--- src/rtl/keypad_pkg.sv ---
// Shared definitions for the 4x3 keypad scanner: geometry, key codes,
// scan classification and sequencer states.
package keypad_pkg;

  localparam int KP_ROWS = 4;
  localparam int KP_COLS = 3;
  localparam int KP_KEYS = KP_ROWS * KP_COLS;

  localparam logic [3:0] KEY_STAR = 4'hA;
  localparam logic [3:0] KEY_HASH = 4'hB;

  // Classification of one complete 12-bit scan snapshot
  typedef enum logic [1:0] {
    SCAN_NONE,
    SCAN_SINGLE,
    SCAN_MULTI
  } scan_res_e;

  // Press/release sequencer states
  typedef enum logic [1:0] {
    ST_SCAN,
    ST_DEBOUNCE,
    ST_HELD,
    ST_RELEASE
  } kp_state_e;

  // Map a (row, col) position to its key code; the bottom row holds '*', '0', '#'
  function automatic logic [3:0] kp_encode(input logic [1:0] row, input logic [1:0] col);
    logic [3:0] code;
    if (row == 2'd3) begin
      case (col)
        2'd0:    code = KEY_STAR;
        2'd1:    code = 4'h0;
        default: code = KEY_HASH;
      endcase
    end else begin
      code = ({2'b00, row} * 4'd3) + {2'b00, col} + 4'd1;
    end
    return code;
  endfunction

endpackage

--- src/rtl/keypad_key_fifo.sv ---
// Small first-word-fall-through FIFO for 4-bit key codes.
// The head entry is visible on data_o whenever valid_o is high; a push into a
// full FIFO is accepted only if a pop happens in the same cycle.
module keypad_key_fifo #(
  parameter int DEPTH = 4
) (
  input  logic       clk,
  input  logic       rst_n,
  input  logic       push_i,
  input  logic [3:0] data_i,
  input  logic       pop_i,
  output logic [3:0] data_o,
  output logic       valid_o,
  output logic       full_o
);

  localparam int AW = $clog2(DEPTH);
  localparam int CW = AW + 1;
  localparam logic [CW-1:0] FULL_CNT = CW'(DEPTH);

  logic [3:0]    mem_q [DEPTH];
  logic [AW-1:0] wr_ptr_q;
  logic [AW-1:0] rd_ptr_q;
  logic [CW-1:0] count_q;
  logic          empty;
  logic          full;
  logic          do_push;
  logic          do_pop;

  assign empty   = (count_q == '0);
  assign full    = (count_q == FULL_CNT);
  assign do_pop  = pop_i && !empty;
  assign do_push = push_i && (!full || do_pop);

  // Entry storage; contents are don't-care until written, the head is gated by empty
  always_ff @(posedge clk) begin
    if (do_push) begin
      mem_q[wr_ptr_q] <= data_i;
    end
  end

  // Pointers wrap naturally because DEPTH is a power of two; count tells full from empty
  always_ff @(posedge clk or negedge rst_n) begin
    if (!rst_n) begin
      wr_ptr_q <= '0;
      rd_ptr_q <= '0;
      count_q  <= '0;
    end else begin
      if (do_push) begin
        wr_ptr_q <= wr_ptr_q + AW'(1);
      end
      if (do_pop) begin
        rd_ptr_q <= rd_ptr_q + AW'(1);
      end
      case ({do_push, do_pop})
        2'b10:   count_q <= count_q + CW'(1);
        2'b01:   count_q <= count_q - CW'(1);
        default: count_q <= count_q;
      endcase
    end
  end

  assign data_o  = empty ? 4'h0 : mem_q[rd_ptr_q];
  assign valid_o = !empty;
  assign full_o  = full;

endmodule

--- src/rtl/keypad_scan_ctrl.sv ---
// 4x3 matrix keypad scanner: rotates one-hot column strobes, snapshots the
// synchronised rows, debounces one key at a time and queues each accepted
// press in a FWFT FIFO for the consumer.
module keypad_scan_ctrl
  import keypad_pkg::*;
#(
  parameter int SCAN_DIV       = 1000,
  parameter int DEBOUNCE_SCANS = 4,
  parameter int FIFO_DEPTH     = 4
) (
  input  logic       clk,
  input  logic       rst_n,
  input  logic [3:0] row_in,
  output logic [2:0] col_drive,
  output logic [3:0] key_code,
  output logic       key_valid,
  input  logic       key_ready,
  output logic       key_held,
  output logic       overflow,
  input  logic       clr_ovf
);

  localparam int DIV_W = $clog2(SCAN_DIV);
  localparam int CNT_W = $clog2(DEBOUNCE_SCANS + 1);
  localparam logic [DIV_W-1:0] DWELL_LAST = DIV_W'(SCAN_DIV - 1);
  localparam logic [CNT_W-1:0] CNT_LAST   = CNT_W'(DEBOUNCE_SCANS - 1);

  // Row synchroniser
  logic [3:0] row_meta_q;
  logic [3:0] row_s_q;

  // Column sequencing
  logic [DIV_W-1:0] dwell_q;
  logic [1:0]       col_idx_q;
  logic [2:0]       col_drive_q;
  logic [3:0]       snap_q [KP_COLS-1];
  logic             dwell_last;
  logic             scan_done;

  // Scan evaluation
  logic [KP_KEYS-1:0] scan_bits;
  logic [3:0]         ones;
  logic [1:0]         hit_row;
  logic [1:0]         hit_col;
  scan_res_e          scan_res;
  logic [3:0]         scan_code;

  // Sequencer
  kp_state_e        state_q;
  logic [3:0]       cand_q;
  logic [CNT_W-1:0] cnt_q;
  logic             held_q;
  logic             push_q;
  logic [3:0]       push_code_q;

  // FIFO side
  logic fifo_full;
  logic fifo_valid;
  logic pop;
  logic drop;
  logic ovf_q;

  // Two-flop synchroniser for the asynchronous row lines
  always_ff @(posedge clk or negedge rst_n) begin
    if (!rst_n) begin
      row_meta_q <= '0;
      row_s_q    <= '0;
    end else begin
      row_meta_q <= row_in;
      row_s_q    <= row_meta_q;
    end
  end

  assign dwell_last = (dwell_q == DWELL_LAST);
  assign scan_done  = dwell_last && (col_idx_q == 2'd2);

  // Dwell counter, row snapshot on the last dwell cycle and column rotation
  always_ff @(posedge clk or negedge rst_n) begin
    if (!rst_n) begin
      dwell_q     <= '0;
      col_idx_q   <= '0;
      col_drive_q <= 3'b001;
      for (int i = 0; i < KP_COLS - 1; i++) begin
        snap_q[i] <= '0;
      end
    end else if (dwell_last) begin
      dwell_q <= '0;
      // column 2 is never stored: the scan is evaluated on its live sample
      if (col_idx_q != 2'd2) begin
        snap_q[col_idx_q[0]] <= row_s_q;
      end
      col_idx_q   <= (col_idx_q == 2'd2) ? 2'd0 : col_idx_q + 2'd1;
      col_drive_q <= {col_drive_q[1:0], col_drive_q[2]};
    end else begin
      dwell_q <= dwell_q + DIV_W'(1);
    end
  end

  // Flatten to bit row*3+col, with the last column taken from the sample being captured now
  for (genvar gi = 0; gi < KP_KEYS; gi++) begin : g_bits
    if ((gi % KP_COLS) == KP_COLS - 1) begin : g_live
      assign scan_bits[gi] = row_s_q[gi / KP_COLS];
    end else begin : g_snap
      assign scan_bits[gi] = snap_q[gi % KP_COLS][gi / KP_COLS];
    end
  end

  // Count pressed positions and locate the (single) pressed key
  always_comb begin
    ones    = '0;
    hit_row = '0;
    hit_col = '0;
    for (int i = 0; i < KP_KEYS; i++) begin
      if (scan_bits[i]) begin
        ones    = ones + 4'd1;
        hit_row = 2'(i / KP_COLS);
        hit_col = 2'(i % KP_COLS);
      end
    end
    if (ones == 4'd0) begin
      scan_res = SCAN_NONE;
    end else if (ones == 4'd1) begin
      scan_res = SCAN_SINGLE;
    end else begin
      scan_res = SCAN_MULTI;
    end
    scan_code = kp_encode(hit_row, hit_col);
  end

  // Debounce sequencer, evaluated once per completed scan; push and held are registered
  always_ff @(posedge clk or negedge rst_n) begin
    if (!rst_n) begin
      state_q     <= ST_SCAN;
      cand_q      <= '0;
      cnt_q       <= '0;
      held_q      <= 1'b0;
      push_q      <= 1'b0;
      push_code_q <= '0;
    end else begin
      push_q <= 1'b0;
      if (scan_done) begin
        case (state_q)
          ST_SCAN: begin
            if (scan_res == SCAN_SINGLE) begin
              cand_q <= scan_code;
              if (DEBOUNCE_SCANS == 1) begin
                push_q      <= 1'b1;
                push_code_q <= scan_code;
                held_q      <= 1'b1;
                state_q     <= ST_HELD;
              end else begin
                cnt_q   <= CNT_W'(1);
                state_q <= ST_DEBOUNCE;
              end
            end
          end
          ST_DEBOUNCE: begin
            if (scan_res == SCAN_SINGLE) begin
              if (scan_code == cand_q) begin
                if (cnt_q == CNT_LAST) begin
                  push_q      <= 1'b1;
                  push_code_q <= cand_q;
                  held_q      <= 1'b1;
                  state_q     <= ST_HELD;
                end else begin
                  cnt_q <= cnt_q + CNT_W'(1);
                end
              end else begin
                cand_q <= scan_code;
                cnt_q  <= CNT_W'(1);
              end
            end else begin
              state_q <= ST_SCAN;
            end
          end
          ST_HELD: begin
            // no rollover: only a clean empty scan starts the release
            if (scan_res == SCAN_NONE) begin
              if (DEBOUNCE_SCANS == 1) begin
                held_q  <= 1'b0;
                state_q <= ST_SCAN;
              end else begin
                cnt_q   <= CNT_W'(1);
                state_q <= ST_RELEASE;
              end
            end
          end
          default: begin
            if (scan_res == SCAN_NONE) begin
              if (cnt_q == CNT_LAST) begin
                held_q  <= 1'b0;
                state_q <= ST_SCAN;
              end else begin
                cnt_q <= cnt_q + CNT_W'(1);
              end
            end else begin
              state_q <= ST_HELD;
            end
          end
        endcase
      end
    end
  end

  assign pop  = key_ready;
  assign drop = push_q && fifo_full && !(fifo_valid && key_ready);

  keypad_key_fifo #(
    .DEPTH(FIFO_DEPTH)
  ) u_fifo (
    .clk    (clk),
    .rst_n  (rst_n),
    .push_i (push_q),
    .data_i (push_code_q),
    .pop_i  (pop),
    .data_o (key_code),
    .valid_o(fifo_valid),
    .full_o (fifo_full)
  );

  // Sticky overflow flag; a clear in the same cycle as a drop wins
  always_ff @(posedge clk or negedge rst_n) begin
    if (!rst_n) begin
      ovf_q <= 1'b0;
    end else if (clr_ovf) begin
      ovf_q <= 1'b0;
    end else if (drop) begin
      ovf_q <= 1'b1;
    end
  end

  assign col_drive = col_drive_q;
  assign key_valid = fifo_valid;
  assign key_held  = held_q;
  assign overflow  = ovf_q;

endmodule

--- config.mk ---
export PLATFORM = sky130hd
export DESIGN_NAME = keypad_scan_ctrl
export DESIGN_NICKNAME = d
export VERILOG_FILES = /design/src/rtl/keypad_pkg.sv /design/src/rtl/keypad_key_fifo.sv /design/src/rtl/keypad_scan_ctrl.sv
export SDC_FILE = /design/constraint.sdc
export NUM_CORES = 1
export LEC_CHECK = 0
export ABC_AREA = 1
export CAP_MARGIN = 40
export CORE_ASPECT_RATIO = 1.2
export CORE_MARGIN = 2
export CORE_UTILIZATION = 46
export CTS_CLUSTER_DIAMETER = 40
export DETAILED_ROUTE_END_ITERATION = 16
export PLACE_DENSITY = 0.7
export SYNTH_ARGS = -nofsm -noshare
export SYNTH_HDL_FRONTEND = slang
export SYNTH_HIERARCHICAL = 1
export SYNTH_SLANG_ARGS = --single-unit
--- constraint.sdc ---
create_clock -name clk -period 8.6 [get_ports clk]
set_clock_uncertainty 0.2 [all_clocks]
set_input_delay 1.72 -clock clk [delete_from_list [all_inputs] [get_ports clk]]
set_output_delay 1.72 -clock clk [all_outputs]
set_load 0.01 [all_outputs]
# Word-level counts from Yosys, hierarchy flattened
# Memories as Yosys holds them, arrays and structs flattened.
# Cells that the tools add are included.
# word_totals
ff_bits,54
ramBits,16
memories,1
# memory_table
memory,words,word_bits,read_ports,rd_clocked_by_memory_dff,wr,line,source
u_fifo.mem_q,4,4,1,0,1,keypad_key_fifo.sv:21,logic [3:0] mem_q [DEPTH];
# op_classes
addsub,20
multipliers,1
n_lt_le_gt_ge,2
eq_ne,22
n_mux,77
bitwise,2
n_reduce_logical,27
# op_table
op,count
two-way mux 4 bit,17
two-way mux 2 bit,28
adder 4 x 1 -> 4 bit (second input constant),12
two-way mux 3 bit,6
two-way mux 1 bit,17
case mux 4 bit (2 select lines),2
AND reduction 5 bit,3
!= test 2 bit (second input constant),6
AND reduction 6 bit,2
adder 10 x 1 -> 10 bit (second input constant),1
equality test 10 bit (second input constant),1
two-way mux 10 bit,1
case mux 3 bit (3 select lines),1
bitwise mux 8 bit,1
equality test 2 x 1 -> 1 bit (second input constant),4
equality test 2 bit (second input constant),4
nonzero test 2 bit,4
adder 2 x 1 -> 2 bit (second input constant),3
adder 3 x 1 -> 3 bit (second input constant),2
logical AND 1 bit,6
logical NOT 2 bit,3
!= test 3 bit (second input constant),2
case mux 2 bit (3 select lines),1
case mux 3 bit (2 select lines),1
21 further kinds,23

# Logic depth before layout (Yosys ltp)
# depth
ltp_word,30
mapped_depth,45

# By module
# The synthesis kept the hierarchy.
# by_module_without_submodules
mod,n_inst,cells_per_inst,area_per_inst_um2
keypad_scan_ctrl,1,489,3497.1
keypad_key_fifo,1,123,1152.4

# Least setup slack after synthesis
# No wires, ideal clock.
# synth_timing
path_kind,register to register
from,register snap_q (netlist bit scan_bits[1])
to,register cnt_q[0]
setup_ns,0.117
t_arrival_ns,5.851
required_ns,8.283
slack_ns,2.432
stages_incl_launch_ff,44
n_path_buf,0
period_less_slack_ns,6.168
cell_sequence,dfrtp_1 inv_1 ha_1 inv_1 nand2_2 nand2_2 inv_1 ha_1 nand2_1 nand2_1 ha_1 or2_1 nand2_1 inv_1 ha_1 nand2_1 nand2_1 ha_1 [8 not listed] nand2_1 ha_1 nand2_1 nand2_1 ha_1 nand2_1 nand2_1 ha_1 nand2_1 o21ai_1 nor3_4 nand3_4 nand2_1 nand2_1 nor2_2 nand2_2 nand2_1 nand2_1
# synth_via
elab_chain_len,27
# synth_rtl
element,line,source
start: declaration,keypad_scan_ctrl.sv:36,logic [3:0] snap_q [KP_COLS-1];
start signal: indexed assignment,keypad_scan_ctrl.sv:90,snap_q[col_idx_q[0]] <= row_s_q;
two-way mux 4 bit,keypad_scan_ctrl.sv:114,if (scan_bits[i]) begin
adder 4 x 1 -> 4 bit,keypad_scan_ctrl.sv:115,ones = ones + 4'd1;
two-way mux 4 bit,keypad_scan_ctrl.sv:114,
adder 4 x 1 -> 4 bit,keypad_scan_ctrl.sv:115,
two-way mux 4 bit,keypad_scan_ctrl.sv:114,
adder 4 x 1 -> 4 bit,keypad_scan_ctrl.sv:115,
two-way mux 4 bit,keypad_scan_ctrl.sv:114,
adder 4 x 1 -> 4 bit,keypad_scan_ctrl.sv:115,
[11 not listed],--,
adder 4 x 1 -> 4 bit,keypad_scan_ctrl.sv:115,
two-way mux 4 bit,keypad_scan_ctrl.sv:114,
equality test 4 x 1 -> 1 bit,keypad_scan_ctrl.sv:122,end else if (ones == 4'd1) begin
two-way mux 2 bit,keypad_scan_ctrl.sv:122,
two-way mux 2 bit,keypad_scan_ctrl.sv:120,if (ones == 4'd0) begin
equality test 2 x 1 -> 1 bit / logical NOT 2 bit (equally long branches),--,
!= test 2 bit (no source line) / nonzero test 3 bit (equally long branches),--,
AND reduction 5 bit (no source line),--,
end signal: assignment,keypad_scan_ctrl.sv:166,cnt_q <= cnt_q + CNT_W'(1);
end signal: assignment,keypad_scan_ctrl.sv:194,cnt_q <= cnt_q + CNT_W'(1);
end: declaration,keypad_scan_ctrl.sv:51,logic [CNT_W-1:0] cnt_q;
# Parallel ways exist; a longest one is shown, timed or not. The select of a mux whose other input is x is not followed.
# A chain may end at the register's enable or synchronous reset.

# Final worst setup path
# layout_timing
from,register snap_q (netlist bit scan_bits[1])
to,register state_q[1]
# layout_via
elab_chain_len,27
# layout_rtl
element,line,source
two-way mux 4 bit,keypad_scan_ctrl.sv:114,
adder 4 x 1 -> 4 bit,keypad_scan_ctrl.sv:115,
two-way mux 4 bit,keypad_scan_ctrl.sv:114,
adder 4 x 1 -> 4 bit,keypad_scan_ctrl.sv:115,
two-way mux 4 bit,keypad_scan_ctrl.sv:114,
adder 4 x 1 -> 4 bit,keypad_scan_ctrl.sv:115,
two-way mux 4 bit,keypad_scan_ctrl.sv:114,
adder 4 x 1 -> 4 bit,keypad_scan_ctrl.sv:115,
[11 not listed],--,
adder 4 x 1 -> 4 bit,keypad_scan_ctrl.sv:115,
two-way mux 4 bit,keypad_scan_ctrl.sv:114,
equality test 4 x 1 -> 1 bit,keypad_scan_ctrl.sv:122,
two-way mux 2 bit,keypad_scan_ctrl.sv:122,
two-way mux 2 bit,keypad_scan_ctrl.sv:120,
equality test 2 x 1 -> 1 bit / logical NOT 2 bit (equally long branches),--,
!= test 3 bit (no source line) (tied with other cells),--,
AND reduction 6 bit (no source line) / case mux 2 bit (3 select lines) (equally long branches),--,
end signal: assignment,keypad_scan_ctrl.sv:150,state_q <= ST_HELD;
end signal: assignment,keypad_scan_ctrl.sv:153,state_q <= ST_DEBOUNCE;
end signal: assignment,keypad_scan_ctrl.sv:164,state_q <= ST_HELD;
end: declaration,keypad_scan_ctrl.sv:49,kp_state_e state_q;
# Parallel ways exist; a longest one is shown, timed or not.

==> flow_metrics.py <==
metrics = {
    "worst_hold_path": {
        "hold_path_class": "reg2reg",
        "hp-start": "row_meta_q[3]",
    },
    "clock_network": {
        "clk_path_buf_depth": 2,
        "htreeDepth": 3,
        "cts_made_buffers": 9,
        "cts_setup_buffers": 0,
        "cts_hold_buf": 0,
        "post_cts_resized": 0,
        "clk_pin_slew_ns": 0.06,
        "clock_sinks": 70,
        "cts_root_buf": "clkbuf_16",
        "clock_latency_ns": 0.33,
        "cts_tree": "built",
    },
    "sta": {
        "fmax_mhz": 150.5,
        "slew_violations": 0,
        "finalCritPeriodShare_pct": 77.26,
        "tns_ns": 0,
        "worst_slew_pin_slew_ns": 0.7011,
        "period_needed_ns": 6.645,
        "relSlewSlack_pct": 53.26,
        "final_hold_viol_count": 0,
        "setup_viol": 0,
        "rsz0062_at_grt": "false",
        "holdWs_ns": 0.1462,
    },
    "finish": {
        "drive_above_1_share_pct": 12.97,
        "antennaDiodeCount": 0,
        "area_delta_synth_final_pct": 13.40,
        "design_area_sq_um": 5273,
        "final_nets": 672,
        "fin_util_pct": 53.21,
    },
    "die": {
        "io_pins": 18,
        "die-area_sq_um": 10930,
        "fp-row-count": 40,
        "die_w_um": 95.78,
        "core_region_area_sq_um": 9910,
        "die_h_um": 114.1,
        "start_util_pct": 46.92,
    },
    "yosys": {
        "synth_warnings": 6,
        "ys_types": 40,
        "synth.top_cell.area_share_pct": 28.53,
        "yosys.area.top_type": "dfrtp_1",
        "seq_area_frac_synth_pct": 39.42,
        "netlist_area_sq_um": 4649,
        "avgSynthCellArea_sq_um": 7.597,
        "synth_nets": 649,
        "yosys-top-cells-area": "dfrtp_1 (29%), nand2_1 (14%), edfxtp_1 (10%)",
        "netlist_instances": 612,
        "ys_ff_latch": 70,
    },
    "detailed_routing": {
        "dr.first_iter.drc_count": 158,
        "via_count": 3736,
        "routed_wl_mm": 8.605,
        "wl_per_cell_um": 11.23,
        "postRouteAntennaNets": 0,
        "dr.pass1.iters": 4,
        "drcViolationCount": 0,
        "drt-vias-per-instance": 4.877,
    },
    "critical_path": {
        "path_max_fanout": 5,
        "crit_arrival_ns": 6.67,
        "crit_top_cell": "nand2_1",
        "cp_slowest_cell": "dfrtp_1",
        "start_kind": "register",
        "reg2reg_from": "scan_bits[1]",
        "crit_path_end_kind": "register",
        "cp.required_ns": 8.63,
        "path_class": "reg2reg",
        "slowest_delay_ns": 0.39,
        "cp-startpoint": "scan_bits[1]",
    },
    "grt": {
        "grt_pass1_vias": 3604,
        "grt_antenna_before_repair": 0,
        "grt_max_degree": 55,
        "grt_pass1_wl_mm": 15.17,
        "grt_usage_pct": 17.45,
        "overflow": 0,
    },
    "place": {
        "dp_hpwl_mm": 6.481,
        "placed_area_sq_um": 4951,
        "gp_congestion": 0.8521,
        "io_buffers": 17,
    },
    "status": {
        "status": "finished, final reports clean",
    },
    "power": {
        "finalPower_uw": 812.2,
        "p_leak_uw": 0.002641,
        "p_per_area_nw_per_um2": 154.0,
        "ir_worst_vdd_uv": 100.5,
    },
    "flow_run": {
        "cap_violations": 0,
    },
}
path summary, 6_finish.rpt:
path                                     endpoint  cells after the start  slack, ns
worst min-delay path                   row_s_q[3]                      0       0.15
max in group asynchronous              dwell_q[2]                      2       6.42
min in group asynchronous       u_fifo/count_q[0]                      2       1.31
worst min register to register         row_s_q[3]                      0       0.15
worst max register to register         state_q[1]                     41       1.96
worst max-delay path                   state_q[1]                     41       1.96
area by class of cell:
cell class,count,area (sq um)
clock buffer,9,225.2
inverter,111,416.7
multi-input combinational,425,2371
fill,938,4637
timing repair buffer,18,172.7
clock inverter,7,96.34
sequential,70,1833
tap,126,157.7
cell families (layout without fill, tap and decap cells):
logic type	Yosys count	after routing	synth area share (%)
mux	1	1	0.2153
simple gates	334	334	34.28
xor+xnor	9	9	2.099
flops	70	70	39.42
compound gates	52	52	6.109
buf+inv	117	145	9.580
fa+ha+maj	29	29	8.288
synthesized netlist by cell type (all sizes together):
library cell  count
a21boi            1
a21oi            18
a2bb2oi           1
a31oi             4
buf               3
clkbuf            3
dfrtp            53
dfstp             1
edfxtp           16
fa                3
ha               26
inv             111
mux2i             1
nand2           198
nand3            58
nand3b            2
nand4             6
nor2             51
nor3             14
nor4              1
o21ai            24
o22ai             1
o31ai             3
or2               4
xnor2             4
xor2              5
routing by layer:
layer  vias to the layer above  share of wire, %  global-route usage [%]
met1                      1712                45                   20.25
met2                        40                51                   30.91
met5                         -                 0                       0
met3                        14               2.5                   3.752
met4                         0               1.8                   6.952
li1                       1970                 -                       -
power breakdown:
group	internal, uW	switching, uW	leakage [uW]	total (uW)
Clock	254	147	0.000150	402
Combinational	24.4	43.3	0.00159	67.7
Sequential	341	2.25	0.000904	343
critical path: cells and delay by family, from the launching register on:
| family | cells | cell delay (ns) |
|---|---|---|
| adder cells (fa/ha/maj) | 10 | 2.79 |
| AND/OR/NAND/NOR | 24 | 2.47 |
| flip-flops | 1 | 0.39 |
| AO/OA/AOI/OAI | 2 | 0.38 |
| buffers and inverters | 5 | 0.30 |
registers in the layout (all words and copies together), names as in the netlist:
signal and cells:
col_drive 3, u_fifo/count_q 3, cand_q 4, key_held 1, overflow 1, cnt_q 3
row_s_q 4, col_idx_q 2, u_fifo/wr_ptr_q 2, state_q 2, row_meta_q 4, scan_bits 8
u_fifo/rd_ptr_q 2, dwell_q 10, push_q 1, u_fifo/mem_q 16, push_code_q 4
stage by stage:
| stage | instances | setup slack [ns] |
|---|---|---|
| after detailed placement | 750 | 1.964 |
| after floorplan | 612 | 2.432 |
| after global routing | 766 | 1.382 |
| after CTS | 766 | 1.928 |
| after global placement | 750 | 2.183 |
| final | 766 | 1.955 |
layout by cell type, fill, tap and decap left out, drive strengths merged:
master         Yosys  routed
nand4              6       6
clkbuf             3       9
nand3b             2       2
a31oi              4       4
buf                3       2
xor2               5       5
bufinv             0       2
nand2            198     198
clkdlybuf4s50      0      16
a2bb2oi            1       1
xnor2              4       4
inv              111     112
edfxtp            16      16
dfstp              1       1
clkinv             0       2
nand3             58      58
nor3              14      14
clkinvlp           0       2
a21oi             18      18
o21ai             24      24
mux2i              1       1
nor4               1       1
fa                 3       3
nor2              51      51
a21boi             1       1
o31ai              3       3
ha                26      26
o22ai              1       1
or2                4       4
dfrtp             53      53
No activity file was read; power rests on OpenSTA's default activity.
